## src/rtl/ultrasonic_ranger.sv

```systemverilog
`timescale 1ns/1ps
// HC-SR04-style ranger: periodic trigger, 2-flop echo synchroniser, echo-width
// timer in clk cycles with timeout, and a result held until the next valid pulse.
module ultrasonic_ranger #(
  parameter int TRIG_CYCLES    = 500,
  parameter int TIMEOUT_CYCLES = 1900000,
  parameter int PERIOD_CYCLES  = 3000000
) (
  input  logic        clk,
  input  logic        reset_n,
  input  logic        echo,
  output logic        trig,
  output logic [25:0] dist_counter,
  output logic        valid,
  output logic        timeout
);
  localparam logic [25:0] L_TRIG   = 26'(TRIG_CYCLES);
  localparam logic [25:0] L_TO     = 26'(TIMEOUT_CYCLES);
  localparam logic [25:0] L_TO_M1  = 26'(TIMEOUT_CYCLES - 1);
  localparam logic [25:0] L_PER_M1 = 26'(PERIOD_CYCLES - 1);
  localparam logic [25:0] L_ONES   = 26'h3FFFFFF;

  typedef enum logic [1:0] {S_TRIG, S_WAIT_RISE, S_MEASURE, S_HOLD} state_t;

  state_t      r_state, w_state_nxt;
  logic [25:0] r_period, r_cnt, w_cnt_nxt, r_dist, w_dist_nxt;
  logic        r_echo_meta, r_echo_s, r_echo_d;
  logic        r_trig, w_trig_nxt;
  logic        r_valid, w_valid_nxt;
  logic        r_timeout, w_timeout_nxt;
  logic        w_rise, w_wrap;

  assign w_rise = r_echo_s & ~r_echo_d;
  assign w_wrap = (r_period == L_PER_M1);

  assign trig         = r_trig;
  assign dist_counter = r_dist;
  assign valid        = r_valid;
  assign timeout      = r_timeout;

  always_ff @(posedge clk) begin
    if (!reset_n) begin
      r_state     <= S_TRIG;
      r_period    <= '0;
      r_cnt       <= '0;
      r_echo_meta <= 1'b0;
      r_echo_s    <= 1'b0;
      r_echo_d    <= 1'b0;
      r_trig      <= 1'b0;
      r_dist      <= '0;
      r_valid     <= 1'b0;
      r_timeout   <= 1'b0;
    end else begin
      r_state     <= w_state_nxt;
      r_period    <= w_wrap ? '0 : r_period + 26'd1;
      r_cnt       <= w_cnt_nxt;
      r_echo_meta <= echo;
      r_echo_s    <= r_echo_meta;
      r_echo_d    <= r_echo_s;
      r_trig      <= w_trig_nxt;
      r_dist      <= w_dist_nxt;
      r_valid     <= w_valid_nxt;
      r_timeout   <= w_timeout_nxt;
    end
  end

  // r_cnt is shared: trigger length in TRIG, wait time in WAIT_RISE, width in MEASURE.
  always_comb begin
    w_state_nxt   = r_state;
    w_cnt_nxt     = r_cnt;
    w_trig_nxt    = 1'b0;
    w_valid_nxt   = 1'b0;
    w_dist_nxt    = r_dist;
    w_timeout_nxt = r_timeout;
    unique case (r_state)
      S_TRIG: begin
        if (r_cnt == L_TRIG) begin
          w_state_nxt = S_WAIT_RISE;
          w_cnt_nxt   = '0;
        end else begin
          w_trig_nxt = 1'b1;
          w_cnt_nxt  = r_cnt + 26'd1;
        end
      end
      S_WAIT_RISE: begin
        // a rise on the final wait cycle still starts a measurement
        if (w_rise) begin
          w_state_nxt = S_MEASURE;
          w_cnt_nxt   = 26'd1;
        end else if (r_cnt == L_TO_M1) begin
          w_state_nxt   = S_HOLD;
          w_dist_nxt    = L_ONES;
          w_timeout_nxt = 1'b1;
          w_valid_nxt   = 1'b1;
        end else begin
          w_cnt_nxt = r_cnt + 26'd1;
        end
      end
      S_MEASURE: begin
        if (!r_echo_s) begin
          w_state_nxt   = S_HOLD;
          w_dist_nxt    = r_cnt;
          w_timeout_nxt = 1'b0;
          w_valid_nxt   = 1'b1;
        end else if (r_cnt == L_TO) begin
          w_state_nxt   = S_HOLD;
          w_dist_nxt    = L_ONES;
          w_timeout_nxt = 1'b1;
          w_valid_nxt   = 1'b1;
        end else begin
          w_cnt_nxt = r_cnt + 26'd1;
        end
      end
      S_HOLD: begin
        if (w_wrap) begin
          w_state_nxt = S_TRIG;
          w_cnt_nxt   = '0;
        end
      end
      default: begin
        w_state_nxt = S_TRIG;
        w_cnt_nxt   = '0;
      end
    endcase
  end
endmodule

```

## config.mk

```make
export PLATFORM = sky130hd
export DESIGN_NAME = ultrasonic_ranger
export DESIGN_NICKNAME = d
export VERILOG_FILES = /design/src/rtl/ultrasonic_ranger.sv
export SDC_FILE = /design/constraint.sdc
export NUM_CORES = 1
export LEC_CHECK = 0
export CAP_MARGIN = 20
export CORE_MARGIN = 10
export CORE_UTILIZATION = 45
export DETAILED_ROUTE_END_ITERATION = 12
export PLACE_DENSITY = 0.71
export SYNTH_ARGS = -nofsm -noshare
export SYNTH_HDL_FRONTEND = slang
export SYNTH_SLANG_ARGS = --single-unit
```

## constraint.sdc

```tcl
create_clock -name clk -period 3.04 [get_ports clk]
set_input_delay 0.456 -clock clk [delete_from_list [all_inputs] [get_ports clk]]
set_output_delay 0.456 -clock clk [all_outputs]
set_load 0.03 [all_outputs]
```

==> results by group, run 1 <==
Hold path
  – Worst hold path type: flop to flop
  – Worst hold start: r_echo_meta

Detailed routing
  – First-iteration detailed-routing DRC count: 276
  – Post-DR vias/cell: 5.86
  – Overall routed net length: roughly 9000 um
  – WL per Instance: 15.9 um
  – DRC errors left: 0
  – Via count: 3,325
  – Antenna viol nets, final: 0
  – DRT Pass-1 Iters: 4

Timing
  – WHS: between 0.4 and 0.5 ns
  – Worst clock skew: roughly 0.012 ns
  – RSZ-0062 raised after global routing: no
  – Final Hold Vio Count: 0
  – Tcrit/Tclk final: 87.5%
  – Max-slew violations: 0
  – Tightest Pin Transition: 0.634 ns
  – Final min period: 2.66 ns
  – Max_slew headroom: 57.6%
  – TNS Setup: 0 ns
  – Fmax: 376 MHz
  – Count of final setup violators: 0

GRT
  – Largest net degree at the start of global routing: 40
  – Initial antenna violation count: 0
  – Grt met2 use: 21.9%
  – Grt ovf: 0
  – Routing usage on met3: between 4 and 5%
  – GRT busiest layer: met2
  – First-pass GRT wire length: around 16,000 um
  – GRT Util Overall: 14.4%
  – Routing usage on met1: 18.9%
  – Vias in the first global route: 3,186

Final layout
  – N_diodes: 0
  – FILL cells: 815
  – Layout net count: 465
  – Syn-to-layout area delta: 16.3%
  – Commonest cells after routing, fill and taps aside: dfxtp_1 (86), nor2_1 (54), nand3_1 (33)
  – Share of cells above drive strength 1: 13.5%
  – Most common cell after layout, fill and taps aside: dfxtp_1

Pwr
  – Total power: 0.00326 W
  – LEAKAGE: 1.62 nW
  – Peak VDD IR: 0.450 mV
  – Power per Cell Area: 713 nW/um2

Place
  – Final HPWL DP: 6260 um
  – Gpl congestion: 0.909
  – Port buffer count: 31

Logic synthesis
  – Seq/Total Area, Yosys: around 44%
  – Synth Flop Type: dfxtp_1
  – Post-synth EDFFs: 0
  – Mapped Cells: 424
  – Netlist Area Pre-Place: 3930 um2
  – Asr flop ratio synth: 0%
  – Synth Area per Inst: ~9.3 um2
  – Unique masters post-synth: 54
  – Synthesis warning total: 0
  – Synthesis-stage register bit count: 86
  – Synthesized net count: approximately 440

Run status
  – Status: finished clean

Critical path
  – CP max-delay cell: a21oi_1
  – Cells along the critical path: inv_1, ha_1, and3b_1, nor4bb_1, a21oi_1, nand3_1, or3_1, a21oi_1
  – Reg-to-reg critical path startpoint: r_cnt[0]
  – WP data required: 3.33 ns
  – Worst setup path category: flop to flop
  – CP most frequent cell: a21oi_1
  – CP startpoint: r_cnt[0]
  – Crit end category: flop
  – Crit-path max FO: 9
  – Flop2flop setup slack: 0.38 ns
  – CP peak stage delay: 0.48 ns
  – Worst path arrival time: 2.95 ns
  – Critical path launch point type: flop

Floorplanning
  – Die Area: between 10,000 and 15,000 um2
  – Die Width: 113 um
  – Die H: 113 um
  – Ports: 32
  – Initial Utilization: 45.7%
  – Row cnt: 34
  – Core area: 8590 um2

Clock network
  – Root Buffer: clkbuf_8
  – Num CTS Buffers: 9
  – TritonCTS clock tree: yes
  – Maximum root-to-sink buffer count: 2
  – Worst-path clk slew: 0.09 ns
  – Post-CTS Hold Buffers: 0
  – Clk_lat worst skew: 0.36 ns
  – CTS resizes: 0
  – Number of H-tree levels: 3
  – Post-CTS setup buffers: 0
  – Clk sinks: 86

Flow run
  – Max-Cap Viols: 0
state kept, by name (all words and copies together), names as in the netlist:
name and cells:
r_cnt 26, r_echo_s 1, r_state 2, r_echo_d 1, dist_counter 26, valid 1, trig 1, timeout 1
r_period 26, r_echo_meta 1
Yosys cell counts (2+ instances only):
cell type	number	area share (%)
xnor2_1	8	1.8
and3_1	14	2.2
clkbuf_1	12	1.1
inv_1	9	0.86
and2_1	3	0.48
nor2_1	54	5.2
dfxtp_1	86	44
nand4_1	21	3.3
buf_4	2	0.38
or3_1	6	0.96
nand2_1	26	2.5
nor3_1	9	1.1
o31ai_1	2	0.38
or4_1	4	0.76
ha_1	8	2.5
nor4_1	7	1.1
a21oi_1	11	1.4
buf_2	6	0.76
nor4b_1	3	0.67
and4_1	3	0.67
xor2_1	31	6.9
a311oi_1	2	0.45
o221a_2	26	7.5
nand3_1	33	4.2
nor2b_1	4	0.64
o21ai_0	6	0.76
layout make-up:
cell class	instances	area (um2)	share of cell area, %
timing repair buffer	41	385	8.44
sequential	86	1720	37.7
clock inverter	6	86.3	1.89
multi-input combinational	307	2080	45.5
inverter	9	33.8	0.740
clock buffer	10	128	2.79
tap	108	135	2.96
cells by family (layout without fill, tap and decap cells):
family | count (synthesis) | after routing | synth area share, %
buffers and inverters | 31 | 66 | 3.54
xor gates and xnor gates | 39 | 39 | 8.70
AOI/OAI and AO/OA | 59 | 59 | 13.7
and+or+nand+nor | 200 | 200 | 27.4
DFF | 86 | 86 | 43.8
muxes | 1 | 1 | 0.255
adders and majority gates | 8 | 8 | 2.55
layer usage:
layer	up-vias	part of all wire (%)
li1	1616	-
met1	1604	47
met2	91	44
met3	14	6.7
met4	0	1.7
met5	-	0
per-stage QoR:
step / cell area [um2] / setup WS (ns) / utilization (%) / instances
6_report: 4570 / 0.381 / 53.1 / 567
3_5_place_dp: 4350 / 0.444 / 50.7 / 551
4_1_cts: 4570 / 0.418 / 53.1 / 567
2_1_floorplan: 3930 / 0.933 / - / 424
5_1_grt: 4570 / 0.152 / 53.1 / 567
3_3_place_gp: 4350 / 0.546 / 50.7 / 551
path summary, 6_finish.rpt:
kind,to,depth (start not counted)
worst max-delay path,r_cnt[20],8
worst min-delay path,r_echo_s,1
worst max register to register,r_cnt[20],8
worst min register to register,r_echo_s,1
where the power goes:
part / internal [W] / switching, W / total [W]
Combinational: 0.000444 / 0.000550 / 0.000994
Clock: 0.000462 / 0.000412 / 0.000874
Sequential: 0.00129 / 0.000102 / 0.00139
critical path: cells and delay by family (launching register included):
family	cells	cell delay, ns
DFF	1	0.45
AOI/OAI and AO/OA	2	0.62
and+or+nand+nor	4	1.15
buffers and inverters	1	0.15
adders and majority gates	1	0.23
Note: power is estimated with default switching activity, not from simulation.
==> run 2: changes to the inputs <==
--- a/config.mk
+++ b/config.mk
@@ -10,6 +10,7 @@
 export CORE_UTILIZATION = 45
 export DETAILED_ROUTE_END_ITERATION = 12
 export PLACE_DENSITY = 0.71
+export SETUP_SLACK_MARGIN = 0.1
 export SYNTH_ARGS = -nofsm -noshare
 export SYNTH_HDL_FRONTEND = slang
 export SYNTH_SLANG_ARGS = --single-unit
==> results of run 2 <==
No change in the layout: final DEF, timing and power equal those of run 1.
==> run 3: changes to the inputs <==
--- a/config.mk
+++ b/config.mk
@@ -6,8 +6,10 @@
 export NUM_CORES = 1
 export LEC_CHECK = 0
 export CAP_MARGIN = 20
+export CORE_ASPECT_RATIO = 0.9
 export CORE_MARGIN = 10
 export CORE_UTILIZATION = 45
+export CTS_CLUSTER_DIAMETER = 100
 export DETAILED_ROUTE_END_ITERATION = 12
 export PLACE_DENSITY = 0.71
 export SETUP_SLACK_MARGIN = 0.1
==> run 3 against run 2 <==
Worst hold slack improved by 0.0082 ns. Utilization rose by 0.73 points. Non-clock buffer count rose by 4. Critical endpoint unchanged. Die area barely moved.
==> results by group, run 3 (same netlist as run 1, synthesis figures left out) <==
Clock network
  – Num CTS Buffers: 9
  – Number of H-tree levels: 3
  – Clk sinks: 86
  – TritonCTS clock tree: yes
  – Clk_lat worst skew: 0.37 ns
  – Maximum root-to-sink buffer count: 2
  – Root Buffer: clkbuf_8
  – Worst-path clk slew: about 0.10 ns

Timing
  – RSZ-0062 raised after global routing: no
  – Tcrit/Tclk final: 81.2%
  – Count of final setup violators: 0
  – Worst clock skew: between 0.015 and 0.02 ns
  – TNS Setup: 0 ns
  – Max_slew headroom: between 60% and 70%
  – Final min period: 2.47 ns
  – Final worst-path setup slack: ~0.57 ns
  – Max-slew violations: 0
  – Fmax: 405 MHz
  – Tightest Pin Transition: 0.529 ns
  – Final Hold Vio Count: 0

Floorplanning
  – Die H: ~110 um
  – Row cnt: 32
  – Ports: 32
  – Die Area: 12,900 um2
  – Core area: 8530 um2
  – Die Width: 118 um
  – Initial Utilization: 46.0%

GRT
  – GRT Util Overall: roughly 14%
  – Grt ovf: 0
  – Initial antenna violation count: 0
  – Largest net degree at the start of global routing: 40
  – First-pass GRT wire length: 15,100 um
  – Vias in the first global route: around 3,000

Detailed routing
  – DRT Pass-1 Iters: 5
  – WL per Instance: 15.0 um
  – Overall routed net length: roughly 8700 um
  – Top routing layer in use: met4
  – Routed metal-1 wirelength: about 4200 um
  – Wire length on met3: 535 um
  – Post-DR vias/cell: about 5.6
  – First-iteration detailed-routing DRC count: 223
  – Wire length on met2: 3880 um
  – DRC errors left: 0
  – Via count: 3,272
  – Antenna viol nets, final: 0

Final layout
  – FILL cells: between 700 and 800
  – Syn-to-layout area delta: 17.0%
  – Post-route cell area: between 4000 and 5000 um2
  – Multi-input gate area: 2080 um2
  – Sequential Area: 1720 um2
  – Most common cell after layout, fill and taps aside: dfxtp_1
  – Share of cells above drive strength 1: 14.3%
  – Commonest cells after routing, fill and taps aside: dfxtp_1 (86), nor2_1 (54), nand3_1 (33)
  – Layout net count: between 400 and 500
  – N_diodes: 0

Pwr
  – LEAKAGE: approximately 1.6 nW
  – Total power: 0.00319 W
  – Power per Cell Area: 694 nW/um2
  – Peak VDD IR: 0.415 mV

Place
  – Port buffer count: 31
  – Place WS: 0.407 ns
  – Gpl congestion: 0.873
  – Final HPWL DP: 6190 um
  – Post-DP Area: 4370 um2

Critical path
  – WP data required: 3.34 ns
  – R2r endpoint: r_cnt[20]
  – Crit end category: flop
  – Worst path arrival time: about 2.8 ns
  – Flop2flop setup slack: 0.57 ns
  – Crit-path max FO: 9
  – Worst setup path category: flop to flop
  – Reg-to-reg critical path startpoint: r_cnt[0]
  – R2r worst-path depth: 9
  – Critical path launch point type: flop

Hold path
  – Hold depth: 1
  – Worst hold start: r_echo_meta
  – Hold endpoint: r_echo_s
  – Worst hold path type: flop to flop

Flow run
  – Max-Cap Viols: 0

Run status
  – Status: finished clean
[run 3: changes by cell type in the layout (fill, tap and decap cells not counted)]
cell	previous run	this run
clkinv_4	1	2
inv_6	0	2
buf_4	10	14
clkinv_2	2	1
bufinv_16	2	1
clkinvlp_4	1	0
[run 3: layout make-up]
class / count / area share, %
clock buffer: 10 / 2.78
tap: 119 / 3.24
inverter: 9 / 0.735
sequential: 86 / 37.5
multi-input combinational: 307 / 45.2
timing repair buffer: 45 / 9.04
clock inverter: 6 / 1.53
[run 3: critical path, stage by stage (launching register included)]
cell and delay (ns):
dfxtp_1 0.48, inv_1 0.17, ha_1 0.22, and3b_1 0.20
nor4bb_1 0.15, a21oi_1 0.20, buf_4 0.19, nand3_1 0.25
or3_1 0.39, a21oi_1 0.17
[run 3: per-layer routing]
metal / vias up / global-route usage, %
met1: 1559 / 18.2
li1: 1631 / -
met3: 9 / 4.13
met2: 73 / 21.8
met5: - / 0
met4: 0 / 5.05
[run 3: worst max-delay path by stage]
stage,start,slack [ns],end
4_1_cts,r_period[21],0.34,r_cnt[20]
6_report,r_cnt[0],0.57,r_cnt[20]
3_5_place_dp,r_period[21],0.41,r_cnt[20]
2_1_floorplan,r_state[0],0.93,r_cnt[3]
5_1_grt,r_cnt[0],0.35,r_cnt[24]
3_3_place_gp,r_period[0],0.60,r_cnt[18]
[run 3: what timing repair did]
| action | in CTS | in global routing |
|---|---|---|
| endpoints found under the setup margin | 0 | 2 |
| hold buffers | 0 | 0 |
| resized for setup | 0 | 0 |
| buffers inserted | 0 | 4 |
[run 3: power by group]
part,internal (W),switching [W]
combinational,0.000442,0.000542
clock,0.000387,0.000423
sequential,0.00129,0.000105
[run 3: through the flow]
step / std cells / hold slack, ns / util [%]
4_1_cts: 578 / 0.451 / 53.5
6_report: 582 / 0.447 / 53.9
3_5_place_dp: 562 / 0.432 / 51.2
3_3_place_gp: 562 / 0.415 / 51.2
2_1_floorplan: 424 / 0.412 / -
5_1_grt: 582 / 0.480 / 53.9
